===== config.mk =====
export PLATFORM = sky130hd
export DESIGN_NAME = pattern_detector
export DESIGN_NICKNAME = d
export VERILOG_FILES = /design/src/rtl/pd_pkg.sv /design/src/rtl/sat_counter.sv /design/src/rtl/pattern_detector.sv
export SDC_FILE = /design/constraint.sdc
export NUM_CORES = 1
export LEC_CHECK = 0
export CAP_MARGIN = 20
export CORE_MARGIN = 5
export CORE_UTILIZATION = 50
export CTS_CLUSTER_DIAMETER = 80
export DETAILED_ROUTE_END_ITERATION = 12
export PLACE_DENSITY = 0.78
export SYNTH_ARGS = -nofsm -noshare
export SYNTH_HDL_FRONTEND = slang
export SYNTH_SLANG_ARGS = --single-unit

===== constraint.sdc =====
create_clock -name clk_i -period 3.1 [get_ports clk_i]
set_clock_uncertainty 0.1 [all_clocks]
set_input_delay 0.775 -clock clk_i [delete_from_list [all_inputs] [get_ports clk_i]]
set_output_delay 0.775 -clock clk_i [all_outputs]
set_load 0.005 [all_outputs]

===== src/rtl/pd_pkg.sv =====
// Shared definitions for the serial pattern detector.
//   pd_state_e : detector FSM state (still filling history / armed to match)
//   MODE_*     : values of mode_i selecting overlapping vs non-overlapping detection
package pd_pkg;

    typedef enum logic {
        ST_FILL  = 1'b0,
        ST_ARMED = 1'b1
    } pd_state_e;

    localparam logic MODE_NONOVL = 1'b0;
    localparam logic MODE_OVL    = 1'b1;

endpackage


===== src/rtl/sat_counter.sv =====
// Saturating up-counter with synchronous clear.
//   clk_i, rst_n : clock, async active-low reset (q -> 0)
//   inc          : count up by one, holding at all-ones
//   clr          : synchronous clear, wins over inc
//   q            : current count
module sat_counter #(
    parameter int W = 8
) (
    input  logic         clk_i,
    input  logic         rst_n,
    input  logic         inc,
    input  logic         clr,
    output logic [W-1:0] q
);

    always_ff @(posedge clk_i or negedge rst_n) begin
        if (!rst_n) begin
            q <= '0;
        end else if (clr) begin
            q <= '0;
        end else if (inc && (q != '1)) begin
            q <= q + 1'b1;
        end
    end

endmodule


===== src/rtl/pattern_detector.sv =====
// Serial bit-pattern detector with reloadable pattern.
//   clk_i, rst_n : clock, async active-low reset
//   en_i, a_i    : valid-qualified serial input bit
//   mode_i       : 1 = overlapping, 0 = non-overlapping detection
//   pat_load_i   : load pat_i as the new pattern (restarts history)
//   clr_i        : clear history, count and sticky flag
//   flag_o       : one-cycle match pulse, one cycle after the matching bit
//   sticky_o     : set on any match, held until clr_i / reset
//   count_o      : saturating match count
module pattern_detector
    import pd_pkg::*;
#(
    parameter int               PAT_W   = 4,
    parameter logic [PAT_W-1:0] PATTERN = 4'b1011,
    parameter int               CNT_W   = 8
) (
    input  logic             clk_i,
    input  logic             rst_n,
    input  logic             en_i,
    input  logic             a_i,
    input  logic             mode_i,
    input  logic             pat_load_i,
    input  logic [PAT_W-1:0] pat_i,
    input  logic             clr_i,
    output logic             flag_o,
    output logic             sticky_o,
    output logic [CNT_W-1:0] count_o
);

    localparam int               FILL_W    = $clog2(PAT_W + 1);
    localparam logic [FILL_W-1:0] FILL_FULL = FILL_W'(PAT_W);
    localparam logic [FILL_W-1:0] FILL_LAST = FILL_W'(PAT_W - 1);

    pd_state_e         state_q, state_d;
    logic [PAT_W-1:0]  pat_q;
    logic [PAT_W-1:0]  hist_q;
    logic [FILL_W-1:0] fill_q;
    logic              flag_q;
    logic              sticky_q;

    logic              accept;
    logic [PAT_W-1:0]  hist_shift;
    logic [FILL_W-1:0] fill_inc;
    logic              arm_hit;
    logic              match;
    logic              restart;

    // Load and clear both discard the bit on the same cycle.
    assign accept     = en_i & ~clr_i & ~pat_load_i;
    assign hist_shift = {hist_q[PAT_W-2:0], a_i};
    assign fill_inc   = (fill_q == FILL_FULL) ? fill_q : fill_q + 1'b1;

    // The accepted bit leaves the history full: either already armed, or
    // this bit is the last one needed to fill it.
    assign arm_hit = (state_q == ST_ARMED) || (fill_q == FILL_LAST);
    assign match   = accept && arm_hit && (hist_shift == pat_q);

    // Non-overlapping match throws away the history so the next match needs
    // PAT_W fresh bits.
    assign restart = clr_i || pat_load_i || (match && (mode_i == MODE_NONOVL));

    always_ff @(posedge clk_i or negedge rst_n) begin
        if (!rst_n) state_q <= ST_FILL;
        else        state_q <= state_d;
    end

    always_comb begin
        state_d = state_q;
        if (restart) begin
            state_d = ST_FILL;
        end else begin
            case (state_q)
                ST_FILL:  if (accept && (fill_inc == FILL_FULL)) state_d = ST_ARMED;
                ST_ARMED: state_d = ST_ARMED;
                default:  state_d = ST_FILL;
            endcase
        end
    end

    always_ff @(posedge clk_i or negedge rst_n) begin
        if (!rst_n) begin
            pat_q  <= PATTERN;
            hist_q <= '0;
            fill_q <= '0;
        end else begin
            if (pat_load_i) pat_q <= pat_i;
            if (restart) begin
                hist_q <= '0;
                fill_q <= '0;
            end else if (accept) begin
                hist_q <= hist_shift;
                fill_q <= fill_inc;
            end
        end
    end

    // match is never set while clr_i is high, so flag drops on clear too.
    always_ff @(posedge clk_i or negedge rst_n) begin
        if (!rst_n) begin
            flag_q   <= 1'b0;
            sticky_q <= 1'b0;
        end else begin
            flag_q <= match;
            if (clr_i)      sticky_q <= 1'b0;
            else if (match) sticky_q <= 1'b1;
        end
    end

    sat_counter #(.W(CNT_W)) u_cnt (
        .clk_i (clk_i),
        .rst_n (rst_n),
        .inc   (match),
        .clr   (clr_i),
        .q     (count_o)
    );

    assign flag_o   = flag_q;
    assign sticky_o = sticky_q;

endmodule

==> results of run 1 <==
## state kept, by name, summed over array words and instances, names as in the netlist
register and count:
flag_o 1, u_cnt.q 8, sticky_o 1, hist_q 3, pat_q 4, state_q 1, fill_q 3
## through the flow
stage	power (mW)	utilization, %	hold slack (ns)
2_1_floorplan	0.321	-	0.363
3_3_place_gp	0.346	66.0	0.374
4_1_cts	0.479	67.3	0.415
6_report	0.472	67.3	0.406
3_5_place_dp	0.348	66.0	0.389
5_1_grt	0.493	67.3	0.429
## critical path, delay by kind of cell
family | cells | cell delay (ns)
xor gates and xnor gates | 1 | 0.28
AOI/OAI and AO/OA | 2 | 0.51
and+or+nand+nor | 2 | 0.58
buffers and inverters | 1 | 0.44
## power by group through the flow
stage	Sequential (mW)	Clock, mW	Combinational, mW
after CTS	0.289	0.136	0.0546
after global placement	0.294	0	0.0526
after floorplan	0.293	0	0.0286
final	0.289	0.130	0.0538
after global routing	0.290	0.144	0.0596
after detailed placement	0.294	0	0.0543
## layout make-up
cell class              instances  area [um2]  share of cell area [%]
inverters                       6        22.5                    1.67
clock buffers                   4        26.3                    1.95
well taps                      27        33.8                    2.51
multi-input cells              73         505                    37.5
repair buffers                 24         230                    17.1
flip-flops and latches         21         529                    39.3
## per-layer routing
| metal | global-route usage [%] | part of all wire (%) | wire (um) | up-vias |
|---|---|---|---|---|
| met4 | 7.80 | 1.6 | 33 | 0 |
| met3 | 2.29 | 5.1 | 105 | 6 |
| met1 | 16.2 | 43 | 894 | 411 |
| li1 | - | - | - | 410 |
| met2 | 23.9 | 50 | 1030 | 23 |
| met5 | 0 | 0 | 0 | - |
## how the worst max path moves through the flow
| stage | startpoint | slack, ns | endpoint | depth (start not counted) |
|---|---|---|---|---|
| 4_1_cts | a_i | 0.65 | u_cnt.q[5] | 6 |
| 2_1_floorplan | pat_load_i | 0.87 | u_cnt.q[5] | 6 |
| 5_1_grt | a_i | 0.54 | u_cnt.q[5] | 6 |
| 3_3_place_gp | a_i | 0.41 | u_cnt.q[5] | 6 |
| 3_5_place_dp | a_i | 0.35 | u_cnt.q[5] | 6 |
| 6_report | a_i | 0.65 | u_cnt.q[5] | 6 |
## synth_stat cells (3+ instances only)
cell type,instances,share of area (%)
nand2_1,6,2.1
a21oi_1,3,1.4
nor3_1,3,1.4
dfrtp_1,18,42
ha_1,4,4.7
xor2_1,8,6.5
nand3_1,8,3.7
o21ai_0,3,1.4
inv_1,6,2.1
nor2_1,13,4.5
dfstp_2,3,7.3
mux2_2,4,4.2
## kinds of logic (layout without fill, tap and decap cells)
family,Yosys count,in the layout,share of synthesized area [%]
and+or+nand+nor,38,38,18.4
adders and majority gates,4,4,4.66
muxes,5,5,5.12
xor gates and xnor gates,10,10,8.15
buffers and inverters,9,34,3.73
AOI/OAI and AO/OA,16,16,10.7
DFF,21,21,49.2
==> out/qor.csv, run 1 <==
metric,value,unit
status,completed,
setup violators final,0,
Cell Rows,16,
Core Area,2000,um2
HP Class,flip-flop to flip-flop,
Worst-Skew Late Latency,0.30,ns
worst-path fanout max,6,
final hold viol count,0,
I/O pin count,21,
CP Cell Sequence,clkdlybuf4s50_1 > xnor2_1 > o2111a_1 > nand2_4 > or4_1 > a21oi_1,
Worst Setup Start Kind,input port,
r2r worst-path depth,7,
fin worst setup slack,0.645,ns
fmax,407,MHz
DR vias,850,
GRT Total Usage,13.9,%
dominant synthesized flop cell,dfrtp_1,
CTS Hold Buffers Added,0,
CP Class,input port to flip-flop,
syn_nets,118,
"commonest non-fill, non-tap cells in the layout","20 x clkdlybuf4s50_1, 18 x dfrtp_1, 13 x nor2_1",
Int Pwr,0.360,mW
Initial Util,53.7,%
grt ovf,0,
Post-Place Cells,151,
post-detailed-route DRC marker count,0,
First-pass DRT Iterations,4,
Post-synth EDFFs,0,
max_slew headroom,67.4,%
Finished Cell Area,1350,um2
htree depth,1,
post-CTS setup buffers,0,
"most common cell after layout, fill and taps aside",clkdlybuf4s50_1,
clock share of power,27.5,%
Crit-path slowest cell,or4_1,
Power Dens Cells,350,nW/um2
area delta synth->final,25.4,%
Leakage Power,0.595,nW
hold_sp,sticky_o,
DRT Wirelength,2070,um
Hold Crit Depth,1,
initial antenna violation count,0,
largest net degree at the start of global routing,22,
sw frac,23.7,%
worst path arrival time,2.59,ns
RSZ-0062 raised after global routing,no,
Initial DRC Count,9,
cell count after synthesis,103,
Clock Tree Root,clkbuf_4,
Avg Vias per Cell,5.48,
synthesis-stage register bit count,21,
Post-DRT Antenna Nets,0,
final slew viol count,0,
YS warnings,0,
post-cts resize count,0,
fin crit period,2.45,ns
CP endpoint kind,flip-flop,
"Cell Area, Synth",1070,um2
CTS tree,built,
# fillers,157,
DR WL/cell,13.3,um
Worst Hold End,sticky_o,
Worst-path clk slew,0.11,ns
vias in the first global route,792,
post-synthesis cell type count,30,
TNS Setup,0,ns
Ant. Diodes,0,
"slowest stage delay, CP",0.48,ns
worst-margin pin slew,0.484,ns
buffers added on ports,20,
combinational fraction of design power,11.4,%
Clock Sinks,21,
clock buffer count from CTS,3,
share of cells above drive strength 1,13.3,%
Bufs on Longest Clock Path,2,
hpwl dp,1600,um
r2r setup slk,0.91,ns
final period utilization,79.2,%
ys async rst share,100,%
pre-CTS WS,0.346,ns
sequential share of power,61.2,%
Die Wd,56.4,um
fin cells,155,
CP Data Required Time,3.24,ns
NetSw,0.112,mW
reg2reg end,u_cnt.q[5],
Syn Area/Cell,10.4,um2
die area,3180,um2
Post-DP Area,1320,um2
beginning of the worst register-to-register path,fill_q[0],
Max Cap Viol,0,
first-pass GRT wire length,3460,um
worst ir drop on vdd,0.248,mV
Die Y,56.4,um
Final Net Count,144,
"Seq/Total Area, Yosys",49.2,%
Final GP Congestion,0.830,
Power figures use the tool's default switching activity.
==> inputs of run 2 (changes only) <==
==> constraint.sdc (replaced) <==
create_clock -name clk_i -period 2.5 [get_ports clk_i]
set_clock_uncertainty 0.1 [all_clocks]
set_input_delay 0.625 -clock clk_i [delete_from_list [all_inputs] [get_ports clk_i]]
set_output_delay 0.625 -clock clk_i [all_outputs]
set_load 0.005 [all_outputs]
==> run 2 against run 1 <==
Compared with the run above:
- sequential share of layout area down 0.43 points
- critical endpoint unchanged
- critical path type unchanged
- wire length down 3.0%
- largest cell class unchanged
- combinational power up 26%
- critical path depth unchanged
- hold slack worse by 0.0044 ns
- design area up 1.1%
- via count down 3.3%
- setup slack worse by 0.29 ns
- non-clock buffer count up 2
==> out/qor.csv, run 2 (synthesized netlist as in run 1, its figures left out) <==
metric,value,unit
htree depth,1,
max_slew headroom,62.4,%
Cell Rows,16,
r2r worst-path depth,7,
initial antenna violation count,0,
area delta synth->final,26.8,%
fin crit period,2.14,ns
Final Net Count,146,
vias in the first global route,805,
Avg Vias per Cell,5.24,
worst path arrival time,2.27,ns
HP Class,flip-flop to flip-flop,
DRT Wirelength,2010,um
clock buffer count from CTS,3,
Initial Util,53.7,%
Top reg by flops,u_cnt.q,
TNS Setup,0,ns
setup violators final,0,
Post-DRT Antenna Nets,0,
RSZ-0062 raised after global routing,no,
largest net degree at the start of global routing,13,
share of cells above drive strength 1,14.6,%
CTS tree,built,
grt ovf,0,
final hold viol count,0,
Die Wd,56.4,um
Die Y,56.4,um
Top Registers,"u_cnt.q: 8 flops, pat_q: 4 flops",
CP Data Required Time,2.63,ns
post-detailed-route DRC marker count,0,
hpwl dp,1640,um
final period utilization,85.7,%
post-cts resize count,0,
die area,3180,um2
area of the multi-input gates,505,um2
CTS Hold Buffers Added,0,
buffers added on ports,20,
Initial DRC Count,9,
final slew viol count,0,
I/O pin count,21,
"most common cell after layout, fill and taps aside",clkdlybuf4s50_1,
Reg area,529,um2
Ant. Diodes,0,
# fillers,163,
worst-path fanout max,3,
first-pass GRT wire length,3550,um
Worst-path clk slew,0.11,ns
DR WL/cell,12.8,um
Final GP Congestion,0.795,
First-pass DRT Iterations,4,
Hold Crit Depth,1,
CP endpoint kind,flip-flop,
Power Dens Cells,427,nW/um2
Clock Sinks,21,
GRT Total Usage,14.1,%
Crit-path slowest cell,or4_1,
fmax,467,MHz
"commonest non-fill, non-tap cells in the layout","20 x clkdlybuf4s50_1, 18 x dfrtp_1, 13 x nor2_1",
Worst-Skew Late Latency,0.29,ns
worst-margin pin slew,0.562,ns
fin cells,157,
post-CTS setup buffers,0,
worst ir drop on vdd,0.359,mV
Bufs on Longest Clock Path,2,
Clock Tree Root,clkbuf_4,
status,completed,
"slowest stage delay, CP",0.47,ns
CP Cell Sequence,clkdlybuf4s50_1 > xnor2_1 > o2111a_1 > nand2_4 > or4_1 > a21oi_1,
max reg flops,8,
Core Area,2000,um2
Worst Setup Start Kind,input port,
DR vias,822,
Leakage Power,0.604,nW
Post-Place Cells,153,
CP Class,input port to flip-flop,
Max Cap Viol,0,
run 2: changes by cell type in the layout (fill, tap and decap cells not counted), sizes merged:
cell and delta:
buf +2
run 2: layout make-up:
class	count	share of cell area, %
sequential	21	38.8
multi-input combinational	73	37.1
timing repair buffer	26	18.0
inverter	6	1.65
clock buffer	4	1.93
tap	27	2.48
run 2: per-stage QoR:
| stage | worst slack [ns] | hold slack (ns) | total power [mW] | cell area (um2) | utilization, % |
|---|---|---|---|---|---|
| 5_1_grt | 0.191 | 0.424 | 0.617 | 1360 | 68.1 |
| 6_report | 0.357 | 0.402 | 0.582 | 1360 | 68.1 |
| 3_5_place_dp | 0.0331 | 0.385 | 0.433 | 1340 | 66.8 |
| 4_1_cts | 0.353 | 0.411 | 0.593 | 1360 | 68.1 |
| 2_1_floorplan | 0.423 | 0.229 | 0.398 | 1070 | - |
| 3_3_place_gp | 0.0535 | 0.374 | 0.431 | 1340 | 66.8 |
run 2: worst paths after layout:
check | startpoint | end | slack (ns)
max in group asynchronous | rst_n | sticky_o | 1.16
hold reg to reg | sticky_o | sticky_o | 0.40
setup reg to reg | fill_q[1] | fill_q[0] | 0.37
hold / removal | sticky_o | sticky_o | 0.40
setup / recovery | a_i | u_cnt.q[5] | 0.36
min in group asynchronous | rst_n | hist_q[1] | 0.58
run 2: power breakdown:
| part | total, mW | switching (mW) | internal [mW] |
|---|---|---|---|
| Clock | 0.156 | 0.0943 | 0.0620 |
| Combinational | 0.0679 | 0.0343 | 0.0337 |
| Sequential | 0.358 | 0.00640 | 0.352 |
| Total | 0.582 | 0.135 | 0.447 |
run 2: routing by layer:
| metal | global-route usage, % | part of all wire, % |
|---|---|---|
| met1 | 19.5 | 47 |
| met2 | 22.2 | 48 |
| met3 | 2.98 | 4.5 |
| met4 | 4.07 | 0.50 |
| met5 | 0 | 0 |
run 2: critical path: cells and delay by family:
| family | cells | cell delay, ns |
|---|---|---|
| xor+xnor | 1 | 0.25 |
| buf+inv | 1 | 0.44 |
| simple gates | 2 | 0.53 |
| compound gates | 2 | 0.43 |
==> inputs of run 3 (changes only) <==
--- a/config.mk
+++ b/config.mk
@@ -10,7 +10,8 @@
 export CORE_UTILIZATION = 50
 export CTS_CLUSTER_DIAMETER = 80
 export DETAILED_ROUTE_END_ITERATION = 12
-export PLACE_DENSITY = 0.78
+export PLACE_DENSITY = 0.75
+export SLEW_MARGIN = 20
 export SYNTH_ARGS = -nofsm -noshare
 export SYNTH_HDL_FRONTEND = slang
 export SYNTH_SLANG_ARGS = --single-unit
==> run 3 against run 2 <==
Compared with the run above:
- final cell count unchanged
- design area about the same
- critical path depth increased by 1
- clock-buffer cell count decreased by 1
- highest routed layer unchanged
==> out/qor.csv, run 3 (synthesized netlist as in run 1, its figures left out) <==
metric,value,unit
max reg flops,8,
Max Cap Viol,0,
max_slew headroom,64.4,%
Post-DRT Antenna Nets,0,
CP Data Required Time,2.58,ns
grt peak-use layer,met2,
"most common cell after layout, fill and taps aside",clkdlybuf4s50_1,
Initial Util,53.7,%
DR WL/cell,13.8,um
setup violators final,0,
HP Class,flip-flop to flip-flop,
first-pass GRT wire length,3640,um
CP endpoint kind,flip-flop,
Ant. Diodes,0,
die area,3180,um2
Bufs on Longest Clock Path,2,
htree depth,1,
I/O pin count,21,
post-detailed-route DRC marker count,0,
Cell Rows,16,
total power,0.595,mW
GRT Total Usage,14.7,%
M2 GR Usage,25.0,%
CTS tree,built,
First-pass DRT Iterations,4,
status,completed,
Die Wd,56.4,um
"commonest non-fill, non-tap cells in the layout","20 x clkdlybuf4s50_1, 18 x dfrtp_1, 13 x nor2_1",
post-CTS setup buffers,0,
CTS Hold Buffers Added,0,
clock buffer count from CTS,3,
post-cts resize count,0,
fin crit period,2.30,ns
grt ovf,0,
final period utilization,91.8,%
Die Y,56.4,um
TNS Setup,0,ns
Final GP Congestion,0.770,
Top Registers,"u_cnt.q: 8 flops, pat_q: 4 flops",
Worst-Skew Late Latency,0.30,ns
Leakage Power,0.607,nW
worst-path fanout max,6,
Final Net Count,146,
fmax,436,MHz
Power Dens Cells,436,nW/um2
RSZ-0062 raised after global routing,no,
worst ir drop on vdd,0.299,mV
largest net degree at the start of global routing,13,
Avg Vias per Cell,5.23,
Final Util,68.1,%
share of cells above drive strength 1,15.4,%
Worst Setup Start Kind,flip-flop,
final slew viol count,0,
Top reg by flops,u_cnt.q,
# fillers,156,
worst-margin pin slew,0.529,ns
vias in the first global route,803,
area delta synth->final,26.9,%
Worst-path clk slew,0.12,ns
initial antenna violation count,0,
fin cells,157,
Clock Tree Root,clkbuf_4,
met3 usage,2.98,%
Initial DRC Count,17,
Clock Sinks,21,
Core Area,2000,um2
buffers added on ports,20,
Post-Place Cells,153,
DRT Wirelength,2170,um
worst path arrival time,2.38,ns
final hold viol count,0,
CP Class,flip-flop to flip-flop,
DR vias,821,
GRT met1 Usage,18.1,%
hpwl dp,1720,um
-- run 3: path summary, 6_finish.rpt --
check | start | to | slack (ns) | cells after the start
max in group asynchronous | rst_n | u_cnt.q[2] | 1.21 | 2
min in group asynchronous | rst_n | fill_q[0] | 0.55 | 1
max | fill_q[0] | fill_q[0] | 0.20 | 7
min reg2reg | sticky_o | sticky_o | 0.40 | 1
max reg2reg | fill_q[0] | fill_q[0] | 0.20 | 7
min | sticky_o | sticky_o | 0.40 | 1
-- run 3: cell type report --
type                            instances  area (um2)  share of cell area [%]
Clock buffer                            3        22.5                    1.65
Clock inverter                          1        5.00                   0.367
Inverter                                6        22.5                    1.65
Tap cell                               27        33.8                    2.48
Sequential cell                        21         529                    38.8
Multi-Input combinational cell         73         505                    37.1
Timing Repair Buffer                   26         245                    18.0
-- run 3: metrics by stage --
step	hold slack, ns	cell area, um2	setup WS, ns
global placement	0.374	1340	0.0758
finish	0.401	1360	0.205
CTS	0.407	1360	0.197
floorplan	0.229	1070	0.423
detailed placement	0.379	1340	0.0317
global route	0.443	1360	0.0589
-- run 3: power breakdown --
part,leakage (nW),internal [mW],switching (mW)
sequential,0.280,0.352,0.00661
clock,0.0177,0.0597,0.106
combinational,0.310,0.0365,0.0352
-- run 3: metal layers --
layer / vias to the layer above / routed length, um
li1: 417 / -
met1: 380 / 935
met2: 22 / 1110
met3: 2 / 106
met4: 0 / 20
met5: - / 0
-- run 3: worst max-delay path, stage by stage, from the launching register on --
cell	delay, ns
dfrtp_1	0.44
ha_1	0.19
ha_1	0.16
nor2_1	0.08
nor4_4	0.46
nand3_1	0.16
o21ai_0	0.46
nor2_1	0.11
